===== src/rtl/force_cache_pkg.sv =====
// rtl/force_cache_pkg.sv - shared widths, FSM encoding and force-entry layout for the force cache reader
package force_cache_pkg;

  localparam int DATA_WIDTH        = 32;
  localparam int CELL_ID_WIDTH     = 4;
  localparam int CELL_ADDR_WIDTH   = 9;
  localparam int PARTICLE_ID_WIDTH = CELL_ID_WIDTH * 3 + CELL_ADDR_WIDTH;
  localparam int FORCE_WIDTH       = 3 * DATA_WIDTH;
  localparam int ENTRY_WIDTH       = PARTICLE_ID_WIDTH + FORCE_WIDTH;

  // Captured entry layout, MSB first: {id, Fz, Fy, Fx}
  localparam int FX_LSB = 0;
  localparam int FY_LSB = DATA_WIDTH;
  localparam int FZ_LSB = 2 * DATA_WIDTH;
  localparam int ID_LSB = 3 * DATA_WIDTH;

  typedef enum logic [2:0] {
    ST_IDLE    = 3'd0,
    ST_QUIESCE = 3'd1,
    ST_READ    = 3'd2,
    ST_DRAIN   = 3'd3,
    ST_DONE    = 3'd4
  } rd_state_e;

  function automatic logic [ENTRY_WIDTH-1:0] pack_entry(
    input logic [PARTICLE_ID_WIDTH-1:0] id,
    input logic [FORCE_WIDTH-1:0]       force_v
  );
    return {id, force_v};
  endfunction

endpackage


===== src/rtl/force_readout_fifo.sv =====
// rtl/force_readout_fifo.sv - small sync FIFO with a registered head; valid mirrors !empty
module force_readout_fifo
  import force_cache_pkg::*;
#(
  parameter int WIDTH = ENTRY_WIDTH,
  parameter int DEPTH = 4,
  parameter int AW    = 2
) (
  input  logic             clk,
  input  logic             rst,
  input  logic             push,
  input  logic [WIDTH-1:0] push_data,
  input  logic             pop,
  output logic [WIDTH-1:0] head_data,
  output logic             valid,
  output logic             full,
  output logic             empty,
  output logic [AW:0]      level
);

  logic [WIDTH-1:0] mem_q [DEPTH];
  logic [AW-1:0]    wr_ptr_q, wr_ptr_d;
  logic [AW-1:0]    rd_ptr_q, rd_ptr_d;
  logic [AW:0]      level_q, level_d;
  logic [WIDTH-1:0] head_q, head_d;
  logic             push_ok, pop_ok;

  assign full    = (level_q == (AW+1)'(DEPTH));
  assign empty   = (level_q == '0);
  assign push_ok = push && !full;
  assign pop_ok  = pop && !empty;

  always_comb begin
    wr_ptr_d = wr_ptr_q + AW'(push_ok);
    rd_ptr_d = rd_ptr_q + AW'(pop_ok);
    level_d  = level_q + (AW+1)'(push_ok) - (AW+1)'(pop_ok);
    // The incoming word becomes the head when it lands in the slot the read pointer moves to.
    if (level_d == '0) begin
      head_d = head_q;
    end else if (push_ok && (wr_ptr_q == rd_ptr_d)) begin
      head_d = push_data;
    end else begin
      head_d = mem_q[rd_ptr_d];
    end
  end

  always_ff @(posedge clk) begin
    if (push_ok) begin
      mem_q[wr_ptr_q] <= push_data;
    end
  end

  always_ff @(posedge clk) begin
    if (!rst) begin
      wr_ptr_q <= '0;
      rd_ptr_q <= '0;
      level_q  <= '0;
      head_q   <= '0;
    end else begin
      wr_ptr_q <= wr_ptr_d;
      rd_ptr_q <= rd_ptr_d;
      level_q  <= level_d;
      head_q   <= head_d;
    end
  end

  assign head_data = head_q;
  assign valid     = !empty;
  assign level     = level_q;

endmodule


===== src/rtl/force_cache_readout_controller.sv =====
// rtl/force_cache_readout_controller.sv - waits for the write pipeline to settle, reads a cell's
// force cache into a credit-protected FIFO and streams the entries to the motion-update stage
module force_cache_readout_controller
  import force_cache_pkg::*;
#(
  parameter int READ_LATENCY    = 2,
  parameter int QUIESCE_CYCLES  = 8,
  parameter int FIFO_DEPTH      = 4,
  parameter int FIFO_ADDR_WIDTH = 2
) (
  input  logic                         clk,
  input  logic                         rst,
  input  logic                         in_start,
  input  logic [CELL_ADDR_WIDTH-1:0]   in_particle_count,
  output logic                         out_read_data_request,
  output logic [CELL_ADDR_WIDTH-1:0]   out_cache_read_address,
  input  logic                         in_cache_readout_valid,
  input  logic [3*DATA_WIDTH-1:0]      in_partial_force,
  input  logic [PARTICLE_ID_WIDTH-1:0] in_particle_id,
  output logic                         out_force_valid,
  input  logic                         in_force_ready,
  output logic [3*DATA_WIDTH-1:0]      out_force,
  output logic [PARTICLE_ID_WIDTH-1:0] out_particle_id,
  output logic                         out_busy,
  output logic                         out_done,
  output logic                         out_overflow_error
);

  localparam int CAW = CELL_ADDR_WIDTH;
  localparam int QCW = $clog2(QUIESCE_CYCLES + 1);
  localparam int CRW = FIFO_ADDR_WIDTH + 1;

  if (FIFO_DEPTH < READ_LATENCY + 1) begin : g_depth_check
    $error("FIFO_DEPTH must cover READ_LATENCY+1 in-flight reads");
  end
  if (FIFO_DEPTH != (1 << FIFO_ADDR_WIDTH)) begin : g_addr_check
    $error("FIFO_DEPTH must equal 2**FIFO_ADDR_WIDTH");
  end

  rd_state_e        state_q, state_d;
  logic [CAW-1:0]   count_q, count_d;
  logic [CAW-1:0]   addr_q, addr_d;
  logic [CAW-1:0]   returned_q, returned_d;
  logic [QCW-1:0]   quiesce_q, quiesce_d;
  logic [CRW-1:0]   credits_q, credits_d;
  logic             overflow_q, overflow_d;

  logic [ENTRY_WIDTH-1:0] fifo_head;
  logic                   fifo_valid, fifo_full, fifo_empty;
  logic [CRW-1:0]         fifo_level;
  logic                   issue, pop, fifo_will_empty;

  force_readout_fifo #(
    .WIDTH (ENTRY_WIDTH),
    .DEPTH (FIFO_DEPTH),
    .AW    (FIFO_ADDR_WIDTH)
  ) u_fifo (
    .clk       (clk),
    .rst       (rst),
    .push      (in_cache_readout_valid),
    .push_data (pack_entry(in_particle_id, in_partial_force)),
    .pop       (pop),
    .head_data (fifo_head),
    .valid     (fifo_valid),
    .full      (fifo_full),
    .empty     (fifo_empty),
    .level     (fifo_level)
  );

  assign issue = (state_q == ST_READ) && (credits_q != '0);
  assign pop   = fifo_valid && in_force_ready;
  // Looking one pop ahead lets done follow the last beat by a single cycle.
  assign fifo_will_empty = fifo_empty ||
                           ((fifo_level == CRW'(1)) && pop && !in_cache_readout_valid);

  always_comb begin
    state_d    = state_q;
    count_d    = count_q;
    addr_d     = addr_q;
    returned_d = returned_q;
    quiesce_d  = quiesce_q;
    unique case (state_q)
      ST_IDLE: begin
        if (in_start) begin
          count_d    = in_particle_count;
          addr_d     = CAW'(1);
          returned_d = '0;
          quiesce_d  = '0;
          state_d    = (in_particle_count == '0) ? ST_DONE : ST_QUIESCE;
        end
      end
      ST_QUIESCE: begin
        if (quiesce_q == QCW'(QUIESCE_CYCLES - 1)) begin
          state_d = ST_READ;
        end else begin
          quiesce_d = quiesce_q + QCW'(1);
        end
      end
      ST_READ: begin
        if (issue) begin
          addr_d = addr_q + CAW'(1);
          if (addr_q == count_q) begin
            state_d = ST_DRAIN;
          end
        end
      end
      ST_DRAIN: begin
        if ((returned_q == count_q) && fifo_will_empty) begin
          state_d = ST_DONE;
        end
      end
      ST_DONE: state_d = ST_IDLE;
      default: state_d = ST_IDLE;
    endcase
    if (((state_q == ST_READ) || (state_q == ST_DRAIN)) && in_cache_readout_valid) begin
      returned_d = returned_q + CAW'(1);
    end
  end

  always_comb begin
    credits_d = credits_q;
    if (issue && !pop) begin
      credits_d = credits_q - CRW'(1);
    end else if (pop && !issue && (credits_q != CRW'(FIFO_DEPTH))) begin
      credits_d = credits_q + CRW'(1);
    end
    overflow_d = overflow_q || (in_cache_readout_valid && fifo_full);
  end

  always_ff @(posedge clk) begin
    if (!rst) begin
      state_q    <= ST_IDLE;
      count_q    <= '0;
      addr_q     <= CAW'(1);
      returned_q <= '0;
      quiesce_q  <= '0;
      credits_q  <= CRW'(FIFO_DEPTH);
      overflow_q <= 1'b0;
    end else begin
      state_q    <= state_d;
      count_q    <= count_d;
      addr_q     <= addr_d;
      returned_q <= returned_d;
      quiesce_q  <= quiesce_d;
      credits_q  <= credits_d;
      overflow_q <= overflow_d;
    end
  end

  assign out_read_data_request  = issue;
  assign out_cache_read_address = (state_q == ST_READ) ? addr_q : '0;
  assign out_force_valid        = fifo_valid;
  assign out_force              = fifo_head[ID_LSB-1:FX_LSB];
  assign out_particle_id        = fifo_head[ID_LSB +: PARTICLE_ID_WIDTH];
  assign out_busy               = (state_q != ST_IDLE);
  assign out_done               = (state_q == ST_DONE);
  assign out_overflow_error     = overflow_q;

endmodule


===== config.mk =====
export PLATFORM = sky130hd
export DESIGN_NAME = force_cache_readout_controller
export DESIGN_NICKNAME = d
export VERILOG_FILES = /design/src/rtl/force_cache_pkg.sv /design/src/rtl/force_readout_fifo.sv /design/src/rtl/force_cache_readout_controller.sv
export SDC_FILE = /design/constraint.sdc
export NUM_CORES = 1
export LEC_CHECK = 0
export ABC_AREA = 1
export BUFFER_PORTS_ARGS = -buffer_cell sky130_fd_sc_hd__buf_2
export CAP_MARGIN = 15
export CORE_MARGIN = 2
export CORE_UTILIZATION = 50
export DETAILED_ROUTE_END_ITERATION = 10
export GPL_ROUTABILITY_DRIVEN = 0
export HOLD_SLACK_MARGIN = 0.05
export PLACE_DENSITY = 0.69
export SYNTH_ARGS = -nofsm -noshare
export SYNTH_HDL_FRONTEND = slang
export SYNTH_SLANG_ARGS = --single-unit

===== constraint.sdc =====
create_clock -name clk -period 12.35 [get_ports clk]
set_clock_uncertainty 0.05 [all_clocks]
set_input_delay 1.235 -clock clk [delete_from_list [all_inputs] [get_ports clk]]
set_output_delay 1.235 -clock clk [all_outputs]
set_load 0.01 [all_outputs]

**Word level (Yosys, flattened, before mapping)**

Memories as Yosys holds them, arrays and structs flattened. A register that Yosys moved wholly into a read port is not among the register bits.
Index checks and enable logic that the tools add are counted.

- Register bits after elaboration: 45
- Bits in writable memories: 468
- Input port bits: 131
- Output and inout port bits: 131
- Logic and storage cells: 95
- Memories kept: 1

Memories:

| name | depth | width | read ports | clocked after Yosys merged registers in | write ports | line | text |
|---|---|---|---|---|---|---|---|
| u_fifo.mem_q | 4 | 117 | 1 | 1 | 1 | force_readout_fifo.sv:21 | `logic [WIDTH-1:0] mem_q [DEPTH];` |

- Add/subtract/negate cells: 9
- Equality and inequality tests: 16
- Muxes and demuxes: 21
- Reductions and logical operators: 38

Operators with widths:

| operator | count |
|---|---|
| 2-to-1 mux 9 bit | 6 |
| 2-to-1 mux 3 bit | 8 |
| adder 9 x 1 -> 9 bit, second input constant | 2 |
| == test 9 bit | 2 |
| case mux 9 bit (2 select lines) | 1 |
| logical AND 1 bit | 12 |
| case mux 3 bit (4 select lines) | 1 |
| inequality test 2 bit, second input constant | 5 |
| nonzero test 2 bit | 5 |
| logical NOT 3 bit | 3 |
| logical NOT 9 bit | 1 |
| 2-to-1 mux 4 bit | 2 |
| case mux 4 bit (2 select lines) | 1 |
| logical NOT 1 bit | 7 |
| == test 3 x 1 -> 1 bit, second input constant | 2 |
| == test 3 x 2 -> 1 bit, second input constant | 2 |
| == test 3 bit, second input constant | 2 |
| AND reduction 3 bit | 2 |
| nonzero test 3 bit | 2 |
| AND reduction 5 bit | 1 |
| adder 2 x 1 -> 2 bit | 2 |
| adder 4 x 1 -> 4 bit, second input constant | 1 |
| == test 4 x 3 -> 1 bit, second input constant | 1 |
| AND reduction 2 bit | 2 |
| other kinds (8) | 11 |

**Logic depth before layout (Yosys ltp)**

- Depth after elaboration: 9
- Mapped depth: 17
- Mapped depth without buffers: 15

**Cells and area by module**

From an unflattened synthesis, not the netlist that was laid out.

- Cells, all modules: 2865
- Area, all modules: 26949.6 um^2

By module, submodules not included:

| module | instances | cells an instance | area each (um^2) | seq. area each (um^2) |
|---|---|---|---|---|
| force_readout_fifo | 1 | 2538 | 24813.8 | 16535.9 |
| force_cache_readout_controller | 1 | 327 | 2135.8 | 760.7 |

**Least setup slack after synthesis**

No wires, ideal clock.

- Path type: input to register
- Start point: input port in_cache_readout_valid
- End point: memory u_fifo.mem_q[2][0] in the netlist's numbering (enable)
- Setup time: 0.737 ns
- Arrival: 9.222 ns
- Data required time: 11.563 ns
- Path slack: 2.341 ns
- Cell stages on the path: 2
- Path buffers: 0
- Cell sequence: o21ai_2 > nor3_1

- Word-level cells in the longest chain between the ends: 3

RTL lines:

| item | line | text |
|---|---|---|
| from (decl) | force_cache_readout_controller.sv:17 | `input logic in_cache_readout_valid,` |
| logical AND 1 bit | force_readout_fifo.sv:30 | `assign push_ok = push && !full;` |
| 2-to-1 mux 1 bit | force_readout_fifo.sv:48 | `if (push_ok) begin` |
| 2-to-1 mux 1 bit (implied by the code) | force_readout_fifo.sv:49 | `mem_q[wr_ptr_q] <= push_data;` |
| to (decl) | force_readout_fifo.sv:21 |  |

Every way passes these cells.

**Worst setup path after layout**

- Start point: input port in_force_ready
- End point: register u_fifo.head_q[98] (netlist: u_fifo.head_data[98]) (read register of u_fifo.mem_q)

- Elaborated cells on any way between the ends: 6
- Those cells by class: 2 x add/sub; 4 x reduce/logical

RTL lines:

| item | line | text |
|---|---|---|
| from (decl) | force_cache_readout_controller.sv:21 | `input logic in_force_ready,` |
| logical AND 1 bit | force_cache_readout_controller.sv:71 | `assign pop = fifo_valid && in_force_ready;` |
| logical AND 1 bit | force_readout_fifo.sv:31 | `assign pop_ok = pop && !empty;` |
| adder 2 x 1 -> 2 bit | force_readout_fifo.sv:35 | `rd_ptr_d = rd_ptr_q + AW'(pop_ok);` |
| via u_fifo.rd_ptr_d[0] | force_readout_fifo.sv:23 | `logic [AW-1:0] rd_ptr_q, rd_ptr_d;` |
| to (decl) | force_readout_fifo.sv:25 | `logic [WIDTH-1:0] head_q, head_d;` |

The timed path passes the listed nets, and every way through them passes these cells.
A chain may end at the register's enable or synchronous reset.

==> impl_metrics.json <==
{
  "status": "complete, no violations",
  "fmax_mhz": 213.7,
  "hold_violations": 0,
  "first_global_vias": 16890,
  "yosysWarnings": 0,
  "dp_hpwl_um": 33750,
  "rsz0062_at_grt": "false",
  "tritoncts.num_buffers": 67,
  "synth-seq-area-share_pct": 65.47,
  "ctsResizeCount": 0,
  "worstHoldStart": "u_fifo.head_data[57]",
  "routed_wl_um": 59870,
  "core.rowCount": 84,
  "synthTopCellsByArea": "edfxtp_1 (53%), dfxtp_1 (12%), nand2_1 (8.9%)",
  "cts_setup_buffers": 0,
  "grt_max_degree": 118,
  "synth.most_common_cell": "nand2_1",
  "synth-edff-count": 468,
  "antenna_found_initial": 8,
  "p_leak_nw": 12.85,
  "setup_viol": 0,
  "fillCellCount": 4302,
  "rr_startpoint": "u_fifo.level[1]",
  "avgSynthCellArea_um2": 10.81,
  "async_flop_share_pct": 0,
  "crit_fanout": 88,
  "first_pass_iters": 7,
  "fp.coreArea_um2": 52450,
  "tightest_slew_ns": 1.027,
  "cts_tree": "yes",
  "required_ns": 12.79,
  "yosys-top-cells-count": "nand2_1 (624), edfxtp_1 (468), inv_1 (309), o21ai_0 (255), dfxtp_1 (162)",
  "whs_ns": 0.4134,
  "htreeDepth": 3,
  "max_cap_violations": 0,
  "fin_crit_ns": 4.680,
  "die_w_um": 233.9,
  "drtIter0Drc": 1186,
  "num_vias": 17650,
  "cts_sinks": 630,
  "fin_nets": 2811,
  "slew_headroom_pct": 31.54,
  "grt_remaining_overflow": 0,
  "synth_cells": 2444,
  "grt_pass1_wl_um": 91960,
  "power.density_nw_per_um2": 255.3,
  "avgViaCountPerCell": 5.163,
  "ys_ff_latch": 630,
  "finalSetupTns_ns": 0,
  "flow.area_growth_from_synthesis_pct": 15.32,
  "synth_cell_type_count": 36,
  "critPathArrivalTime_ns": 5.12,
  "antenna_left": 0,
  "critPathLaunch": "in_force_ready",
  "synth_area_leader_cell": "edfxtp_1",
  "drc": 0,
  "hold_class": "register to register",
  "vdd_drop_max_mv": 0.2159,
  "period_share_pct": 37.90,
  "cts_hold_buf": 0,
  "drive_gt1_share_pct": 17.94,
  "place.port_buffers": 261,
  "clock_latency_ns": 0.60,
  "netlist_area_um2": 26420,
  "synthFlopType": "edfxtp_1",
  "endpoint_kind": "register",
  "synth_top_area_share_pct": 53.19,
  "grtUsageTotal_pct": 21.66,
  "cp-start-kind": "input port",
  "path_class": "input port to register",
  "die_y_um": 233.9,
  "clock_path_buffers": 3,
  "die_area_um2": 54690,
  "clk_pin_slew_ns": 0.06,
  "start_util_pct": 50.37,
  "syn_nets": 2584,
  "routedWlPerCell_um": 17.51,
  "report.final.slew_viol_count": 0,
  "clockRootBuffer": "clkbuf_16",
  "ios": 262
}
-- metal layers --
metal  vias up  share of wire [%]  track usage (%)  wire length (um)
li1       8646                  -                -                 -
met1      8380                 44            29.23             26220
met2       516                 48            35.81             28450
met3       102                6.7            4.511              4016
met4        10                1.9            5.716              1125
met5         -              0.097                0                58
-- cell families (layout without fill, tap and decap cells) --
kind of cell	Yosys count	count (layout)	synth area share [%]
adder cells (fa/ha/maj)	9	9	0.4831
other	0	6	0
flip-flops	630	630	65.47
XOR/XNOR	7	7	0.3742
AND/OR/NAND/NOR	849	849	13.13
multiplexers	198	198	7.971
AO/OA/AOI/OAI	314	314	6.072
buffers and inverters	437	718	6.502
-- through the flow --
stage	instances	setup slack [ns]	util (%)	power, W	area, um2
after global routing	3415	7.322	58.07	0.008325	30460
after global placement	3290	7.056	53.90	0.005779	28270
after CTS	3413	7.651	58.06	0.007862	30450
after detailed placement	3290	7.016	53.90	0.005857	28270
final	3419	7.670	58.09	0.007779	30470
after floorplan	2444	2.341	-	0.005084	26420
-- worst paths after layout --
kind / endpoint / slack [ns] / cells after the start
max: u_fifo.head_data[98] / 7.67 / 13
min: u_fifo.head_data[57] / 0.41 / 2
max reg2reg: u_fifo.head_data[98] / 7.89 / 14
min reg2reg: u_fifo.head_data[57] / 0.41 / 2
-- critical path, stage by stage --
cell and delay, ns:
buf_2 0.11, nand2_1 0.12, inv_1 0.10, ha_4 0.82, buf_4 0.85, buf_4 0.92, mux2_2 0.42, nand2_1 0.05
o21ai_0 0.09, nand2_1 0.11, nand3_1 0.08, nand2_1 0.09, inv_1 0.04
-- sequential cells by signal, indices dropped and copies added, names as in the netlist, 3 cells and up --
register and flops:
returned_q 9, state_q 3, u_fifo.mem_q 468, u_fifo.head_data 117, addr_q 9, quiesce_q 4, credits_q 3, count_q 9
u_fifo.level 3
-- where the power goes --
part	internal, W	switching (W)
Combinational	0.00107	0.00193
Clock	0.00117	0.000810
Sequential	0.00265	0.000145
Total	0.00490	0.00288
-- layout by cell type, fill, tap and decap left out, types with 2 or more instances in the layout --
cell,instances
mux2i_1,99
inv_6,5
clkbuf_1,19
o21ai_0,255
clkinv_2,6
dfxtp_1,162
nand3b_1,19
nand4_1,4
bufinv_16,5
ha_1,6
a211oi_1,6
inv_1,309
nor2_1,50
clkbuf_8,6
fa_1,2
nand2_1,624
buf_2,260
diode_2,6
edfxtp_1,468
clkinv_8,2
nand3_1,133
mux2_2,99
buf_4,20
clkinv_1,11
nor3_2,4
xor2_1,2
a221oi_1,2
xnor2_1,3
a21oi_1,47
nor3_1,11
clkbuf_16,69
clkinvlp_4,2
-- area by class of cell --
cell class	count	area (um2)	share of cell area, %
clock buffers	94	1881	6.172
flip-flops and latches	630	17300	56.77
well taps	688	860.8	2.825
multi-input cells	1377	7451	24.46
diodes	6	15.01	0.04928
clock inverters	29	305.3	1.002
repair buffers	281	1471	4.830
inverters	314	1186	3.893
(Power assumes the default switching activity.)
